===== config.mk =====
export PLATFORM = sky130hd
export DESIGN_NAME = branch_predictor
export DESIGN_NICKNAME = d
export VERILOG_FILES = /design/src/rtl/branch_pkg.sv /design/src/rtl/branch_predictor_sat_counter2.sv /design/src/rtl/branch_predictor.sv
export SDC_FILE = /design/constraint.sdc
export NUM_CORES = 2
export LEC_CHECK = 0
export BUFFER_PORTS_ARGS = -buffer_cell sky130_fd_sc_hd__buf_2
export CAP_MARGIN = 0
export CORE_ASPECT_RATIO = 0.5
export CORE_UTILIZATION = 55
export CTS_CLUSTER_SIZE = 12
export DETAILED_ROUTE_END_ITERATION = 12
export PLACE_DENSITY = 0.72
export SLEW_MARGIN = 10
export SYNTH_ARGS = -nofsm -noshare
export SYNTH_HDL_FRONTEND = slang
export SYNTH_HIERARCHICAL = 1
export SYNTH_SLANG_ARGS = --single-unit
export TNS_END_PERCENT = 1

===== constraint.sdc =====
create_clock -name clk_i -period 4.3 [get_ports clk_i]
set_input_delay 0 -clock clk_i [delete_from_list [all_inputs] [get_ports clk_i]]
set_output_delay 0 -clock clk_i [all_outputs]
set_load 0.05 [all_outputs]

===== src/rtl/branch_pkg.sv =====
// Shared types and constants for the fetch-side branch predictor.
// Predictor entries use a fixed maximum-width tag; narrower tags are zero-extended.
package branch_pkg;

   typedef logic [1:0] ctr_t;

   localparam ctr_t CTR_SNT = 2'b00;
   localparam ctr_t CTR_WNT = 2'b01;
   localparam ctr_t CTR_WT  = 2'b10;
   localparam ctr_t CTR_ST  = 2'b11;

   localparam int TAG_MAX_W = 30;

   typedef struct packed {
      logic                 valid;
      logic [TAG_MAX_W-1:0] tag;
      logic [31:0]          target;
      ctr_t                 ctr;
   } bp_entry_t;

endpackage


===== src/rtl/branch_predictor_sat_counter2.sv =====
// Next-state logic for a 2-bit saturating direction counter.
// force_strong_i (unconditional jumps) pins the counter at strongly taken.
module sat_counter2
   import branch_pkg::*;
(
   input  ctr_t ctr_i,
   input  logic taken_i,
   input  logic force_strong_i,
   output ctr_t ctr_o
);

   always_comb begin
      ctr_o = ctr_i;
      if (force_strong_i) begin
         ctr_o = CTR_ST;
      end else if (taken_i) begin
         if (ctr_i != CTR_ST) ctr_o = ctr_i + 2'd1;
      end else begin
         if (ctr_i != CTR_SNT) ctr_o = ctr_i - 2'd1;
      end
   end

endmodule


===== src/rtl/branch_predictor.sv =====
// Direct-mapped branch predictor with target storage, misprediction redirect
// generation and a running count of redirects.
module branch_predictor
   import branch_pkg::*;
#(
   parameter int ENTRIES = 16
) (
   input  logic        clk_i,
   input  logic        rst_ni,
   input  logic [31:0] fetch_pc_i,
   output logic        pred_taken_o,
   output logic [31:0] pred_target_o,
   input  logic        upd_valid_i,
   input  logic [31:0] upd_pc_i,
   input  logic        upd_uncond_i,
   input  logic        upd_taken_i,
   input  logic [31:0] upd_target_i,
   input  logic        upd_pred_taken_i,
   input  logic [31:0] upd_pred_target_i,
   output logic        redirect_o,
   output logic [31:0] redirect_pc_o,
   output logic [31:0] mispred_cnt_o
);

   localparam int IDX_W = $clog2(ENTRIES);
   localparam int TAG_W = 30 - IDX_W;

   bp_entry_t entry_q [ENTRIES];
   bp_entry_t entry_d [ENTRIES];
   logic [31:0] cnt_q, cnt_d;

   logic [IDX_W-1:0]     fetch_idx, upd_idx;
   logic [TAG_W-1:0]     fetch_tag_raw, upd_tag_raw;
   logic [TAG_MAX_W-1:0] fetch_tag, upd_tag;
   bp_entry_t            fetch_entry, upd_entry;
   logic                 fetch_hit, upd_hit, upd_eff_taken;
   ctr_t                 upd_ctr_next;

   assign fetch_idx     = fetch_pc_i[IDX_W+1:2];
   assign fetch_tag_raw = fetch_pc_i[31:IDX_W+2];
   assign fetch_tag     = TAG_MAX_W'(fetch_tag_raw);
   assign upd_idx       = upd_pc_i[IDX_W+1:2];
   assign upd_tag_raw   = upd_pc_i[31:IDX_W+2];
   assign upd_tag       = TAG_MAX_W'(upd_tag_raw);

   // Lookup reads only registered state, so a same-cycle update is not bypassed
   assign fetch_entry   = entry_q[fetch_idx];
   assign fetch_hit     = fetch_entry.valid && (fetch_entry.tag == fetch_tag);
   assign pred_taken_o  = fetch_hit && fetch_entry.ctr[1];
   assign pred_target_o = pred_taken_o ? fetch_entry.target : fetch_pc_i + 32'd4;

   assign redirect_o    = upd_valid_i &&
                          ((upd_taken_i != upd_pred_taken_i) ||
                           (upd_taken_i && (upd_target_i != upd_pred_target_i)));
   assign redirect_pc_o = upd_taken_i ? upd_target_i : upd_pc_i + 32'd4;
   assign mispred_cnt_o = cnt_q;

   assign upd_entry     = entry_q[upd_idx];
   assign upd_hit       = upd_entry.valid && (upd_entry.tag == upd_tag);
   assign upd_eff_taken = upd_taken_i | upd_uncond_i;

   sat_counter2 u_sat_counter2 (
      .ctr_i          (upd_entry.ctr),
      .taken_i        (upd_eff_taken),
      .force_strong_i (upd_uncond_i),
      .ctr_o          (upd_ctr_next)
   );

   // Not-taken misses never allocate, keeping the table for taken branches
   always_comb begin
      entry_d = entry_q;
      cnt_d   = cnt_q + {31'd0, redirect_o};
      if (upd_valid_i) begin
         if (upd_hit) begin
            entry_d[upd_idx].ctr = upd_ctr_next;
            if (upd_eff_taken) entry_d[upd_idx].target = upd_target_i;
         end else if (upd_eff_taken) begin
            entry_d[upd_idx].valid  = 1'b1;
            entry_d[upd_idx].tag    = upd_tag;
            entry_d[upd_idx].target = upd_target_i;
            entry_d[upd_idx].ctr    = upd_uncond_i ? CTR_ST : CTR_WT;
         end
      end
   end

   always_ff @(posedge clk_i or negedge rst_ni) begin
      if (!rst_ni) begin
         for (int i = 0; i < ENTRIES; i++) begin
            entry_q[i] <= '{valid: 1'b0, tag: '0, target: '0, ctr: CTR_WNT};
         end
         cnt_q <= '0;
      end else begin
         entry_q <= entry_d;
         cnt_q   <= cnt_d;
      end
   end

endmodule


Word-level counts from Yosys, hierarchy flattened
Index checks and enable logic that the tools add are counted.
Operators by class
  $add $sub $neg: 5
  order comparisons: 3
  equal/unequal tests: 5
  muxes and demuxes: 30
  bitwise operators: 3
  reductions and logical operators: 10
Operators by type and width (number)
  $bwmux W1040: 6
  $mux W1040: 3
  $demux W65 S4: 4
  $bmux W65 S4: 2
  $mux W65: 5
  $add A32 B3 Y32 const B: 2
  $mux W32: 2
  $mux W64: 1
  $eq A30 B26 Y1: 2
  $mux W34: 1
  $add A32 B1 Y32: 1
  $ne A32 B32 Y1: 1
  $ge A5 B5 Y1 const B: 2
  $mux W2: 5
  $not A4 Y5: 2
  $logic_and A1 B1 Y1: 6
  $lt A5 B1 Y1 const B: 1
  $reduce_bool A2 Y1: 2
  $add A2 B1 Y2 const B: 1
  $ne A2 B2 Y1 const B: 1
  $reduce_and A2 Y1: 1
  $sub A2 B1 Y2 const B: 1
  $logic_or A1 B1 Y1: 1
  $mux W1: 1
  other kinds (2): 2
Storage, ports and cells
  bits in registers: 1072
  bits of input ports: 134
  word-level logic and storage cells: 121

Logic depth before layout (Yosys ltp)
  depth in word-level cells: 12
  mapped depth: 17
  mapped depth without buffers: 12

By module
The synthesis kept the hierarchy.
Modules (own cells, without submodules)
  branch_predictor: times used 1, cells each 3506, area an instance 51725.9 um^2, sequential area each 25244.2 um^2
  sat_counter2: times used 1, cells each 7, area an instance 36.3 um^2, sequential area each 0.0 um^2

Worst setup path before layout
Ideal clock, no wire load.
  path kind: input -> output
  start: input port fetch_pc_i[2]
  end: output port pred_taken_o
  arrival time: 3.935 ns
  data required time: 4.300 ns
  setup slack: 0.365 ns
  cell stages on the path: 9
  cell sequence: clkbuf_1 -> buf_2 -> buf_2 -> mux4_2 -> mux4_2 -> xnor2_1 -> o21ai_0 -> or3_1 -> nor4_1
On the way
  cells in the longest elaborated chain, start to end: 7
RTL lines
  start: declaration: line branch_predictor.sv:10  | input logic [31:0] fetch_pc_i,
  $not A4 Y5 (not written as such) (*): line branch_predictor.sv:47  | assign fetch_entry = entry_q[fetch_idx];
  $bmux W65 S4 (*): line branch_predictor.sv:47
  $mux W65 (not written as such) (*) (2 in series): line branch_predictor.sv:47
  $eq A30 B26 Y1: line branch_predictor.sv:48  | assign fetch_hit = fetch_entry.valid && (fetch_entry.tag == fetch_tag);
  $logic_and A1 B1 Y1: line branch_predictor.sv:48
  $logic_and A1 B1 Y1 (*): line branch_predictor.sv:49  | assign pred_taken_o = fetch_hit && fetch_entry.ctr[1];
  end: declaration: line branch_predictor.sv:11  | output logic pred_taken_o,
Every way passes the cells marked *; elsewhere a longest branch is shown, timed or not. The select of a mux whose other input is x is not followed.

Final worst setup path
  start: register entry_q[367] (netlist bit)
  end: output port pred_target_o[17]
On the way
  cells in the longest elaborated chain, start to end: 7
RTL lines
  start: declaration: line branch_predictor.sv:28  | bp_entry_t entry_q [ENTRIES];
  start signal: indexed assignment: line branch_predictor.sv:89  | entry_q[i] <= '{valid: 1'b0, tag: '0, target: '0, ctr: CTR_WNT};
  start signal: assignment: line branch_predictor.sv:93  | entry_q <= entry_d;
  $bmux W65 S4: line branch_predictor.sv:47
  $mux W65 (not written as such) (2 in series): line branch_predictor.sv:47
  $eq A30 B26 Y1: line branch_predictor.sv:48
  $logic_and A1 B1 Y1: line branch_predictor.sv:48
  $logic_and A1 B1 Y1: line branch_predictor.sv:49
  $mux W32: line branch_predictor.sv:50  | assign pred_target_o = pred_taken_o ? fetch_entry.target : fetch_pc_i + 32'd4;
  end: declaration: line branch_predictor.sv:12  | output logic [31:0] pred_target_o,
Every way passes these cells. The select of a mux whose other input is x is not followed.

==> flow_metrics.env <==
export IMPL_first_pass_iters=9
export IMPL_final_common_cell="dfrtp_1"
export IMPL_ys_flop_type="dfrtp_1"
export IMPL_p_int_uw=19500
export IMPL_worst_r2r_setup_slack_ns=0.45
export IMPL_initial_core_util_pct=55.6
export IMPL_worstPathRequired_ns=4.30
export IMPL_worst_slew_pin_slew_ns=1.32
export IMPL_hold_violations=0
export IMPL_chipHeight_um=219
export IMPL_ys_ff_latch=1008
export IMPL_mostFrequentLayoutCells="dfrtp_1 (992), mux2_2 (773), mux4_2 (402)"
export IMPL_max_slew_margin_rel_pct=11.9
export IMPL_layout_drive_gt1_share_pct=46.6
export IMPL_start_kind="register"
export IMPL_vdd_drop_max_mv=0.292
export IMPL_route_detailed_wl_per_inst_um=29.8
export IMPL_period_share_pct=97.1
export IMPL_fmax_mhz=240
export IMPL_post_route_drc_count=2
export IMPL_grt_overflow=0
export IMPL_drt_initial_drc_count=3344
export IMPL_tns_ns=0
export IMPL_fin_skew_ns=0.0301
export IMPL_setup_viol=0
export IMPL_async_reset_ff_share_pct=100
export IMPL_drv_cap=0
export IMPL_cts_root_buf="clkbuf_16"
export IMPL_combPwrFrac_pct=23.2
export IMPL_clock_sinks=1008
export IMPL_min_path_type="in2reg"
export IMPL_antenna_left=0
export IMPL_grt_pass1_vias=34000
export IMPL_period_needed_ns=4.17
export IMPL_syn_to_final_growth_pct=13.1
export IMPL_drv_slew=0
export IMPL_r2r_cells=15
export IMPL_reg2reg_from="entry_q[513]"
export IMPL_hp_start="upd_pred_target_i[25]"
export IMPL_via_per_inst=6.56
export IMPL_min_to="mispred_cnt_o[0]"
export IMPL_io_pins=232
export IMPL_fp_coreArea_um2=93100
export IMPL_gp_congestion=0.948
export IMPL_htreeDepth=3
export IMPL_synth_top_cell_area_share_pct=48.0
export IMPL_io_buffers=231
export IMPL_synth_edf_count=0
export IMPL_die_area_um2=95400
export IMPL_grt_pass1_wl_um=226000
export IMPL_grt_max_degree=118
export IMPL_synth_area_um2=51800
export IMPL_min_delay_path_depth=6
export IMPL_wl_um=150000
export IMPL_switching_share_pct=28.5
export IMPL_nets=3867
export IMPL_synth_cell_types=53
export IMPL_status="finished with violations"
export IMPL_via_count=32900
export IMPL_clock_path_buffers=3
export IMPL_seq_area_frac_synth_pct=48.8
export IMPL_cts_tree="yes"
export IMPL_critPathMaxFanout=32
export IMPL_antenna_found_initial=6
export IMPL_synthCells=3513
export IMPL_yosys_area_top_type="dfrtp_1"
export IMPL_syn_avg_cell_area_um2=14.7
export IMPL_track_usage_pct=32.1
export IMPL_end_kind="output pin"
export IMPL_worstSetupPathType="reg2out"
export IMPL_finish_instance_area_um2=58600
export IMPL_die_w_um=436
export IMPL_dpl_cell_area_um2=55100
export IMPL_power_density_nw_per_um2=466
export IMPL_rows=79
export IMPL_synth_area_leaders="dfrtp_1 (48%), mux4_2 (17%), mux2_2 (17%)"
export IMPL_p_seq_share_pct=47.8
export IMPL_regToRegEndpoint="entry_q[326]"
export IMPL_grt_setup_unrepaired="no"
export IMPL_syn_num_nets=3655
export IMPL_p_sw_uw=7770
export IMPL_clock_latency_ns=0.72
export IMPL_violations="design-rule violations"
export IMPL_power_uw=27300
export IMPL_leakagePower_uw=0.0248
export IMPL_ys_warn_count=6
export IMPL_dp_hpwl_um=95900
export IMPL_arrival_ns=4.17
export IMPL_cts_made_buffers=96
export IMPL_clkTransAtPathRegs_ns=0.06
export IMPL_clkPwrFrac_pct=29.0
Yosys cell counts, drive strengths merged, types with 3 or more instances:
master     n
nand2    103
clkbuf   218
nand3     61
nor4      14
o211ai     4
a22oi     30
nand2b     8
xor2      79
a21oi     15
and4       3
nor2b     24
a221oi     4
or2       20
mux2     965
ha         8
dfrtp    992
and3      19
nor2      66
o21ai     73
mux4     402
xnor2     96
nand4     28
mux2i     45
o21a      12
and2       7
dfstp     16
nor3      28
buf      126
inv       25
a211oi     4
o2bb2ai    4
registers in the layout, indices dropped and copies added, names as in the netlist:
name           cells
entry_q          976
mispred_cnt_o     32
how the worst max path moves through the flow:
stage	start	to	slack (ns)	cells past startpoint
2_1_floorplan	fetch_pc_i[2]	pred_taken_o	0.37	9
3_3_place_gp	upd_pc_i[3]	entry_q[948]	0.42	10
3_5_place_dp	upd_pc_i[4]	entry_q[883]	0.32	13
4_1_cts	entry_q[251]	pred_target_o[17]	0.13	10
5_1_grt	entry_q[251]	pred_target_o[17]	0.01	10
6_report	entry_q[367]	pred_target_o[17]	0.13	9
stage by stage:
stage                     setup slack (ns)  hold WS (ns)  cells  utilization, %
after floorplan                      0.365        -0.296   3513               -
after global placement               0.425         0.123   4818            59.2
after detailed placement             0.319         0.135   4818            59.2
after CTS                            0.125       0.00196   5014            62.9
after global routing                0.0118        0.0750   5015            62.9
final                                0.127        0.0593   5017            62.9
worst max-delay path: stages, from the launching register on:
cell and delay [ns]:
dfrtp_1 0.43, mux4_2 0.47, mux4_2 0.58, xnor2_1 0.41
nand4_1 0.16, nor4_1 0.33, nand4b_1 0.15, buf_4 0.31
mux2_2 0.39, clkbuf_4 0.23
area by class of cell:
cell class                 count  area (µm²)
inverter                      25        93.8
multi-input combinational   2136       25100
fill                        6879       34500
tap                         1255        1570
antenna                        3        7.51
sequential                  1008       25200
clock inverter                 8         141
clock buffer                 124        2610
timing repair buffer         458        3770
metal layers:
layer / vias to the layer above / part of all wire (%) / track usage [%]
li1: 13500 / - / -
met1: 17700 / 42 / 46.4
met2: 1394 / 46 / 48.2
met3: 297 / 8.5 / 6.81
met4: 0 / 3.7 / 11.7
met5: - / 0 / 0
logic make-up (layout without fill, tap and decap cells):
logic type	Yosys count	count (layout)	synth area share [%]
multiplexers	1412	1412	39.4
AO/OA/AOI/OAI	156	156	1.92
AND/OR/NAND/NOR	385	385	3.68
adder cells (fa/ha/maj)	8	8	0.193
flip-flops	1008	1008	48.8
buffers and inverters	369	615	3.12
other	0	3	0
XOR/XNOR	175	175	2.96
repair_timing:
item                                   in CTS  in global routing
endpoints found under the hold margin    1129                  0
setup endpoints to repair                   0                 32
resized for setup                           0                  5
hold buffers                               64                  0
setup buffers                               0                  0
power by group through the flow:
stage               clock (µW)  combinational (µW)  sequential [µW]
global placement             0                6040            13000
global route              8420                6730            13300
floorplan                    0                4580            12700
finish                    7910                6330            13000
CTS                       8010                6320            13000
detailed placement           0                6230            13200
Note: power is estimated with default switching activity, not from simulation.
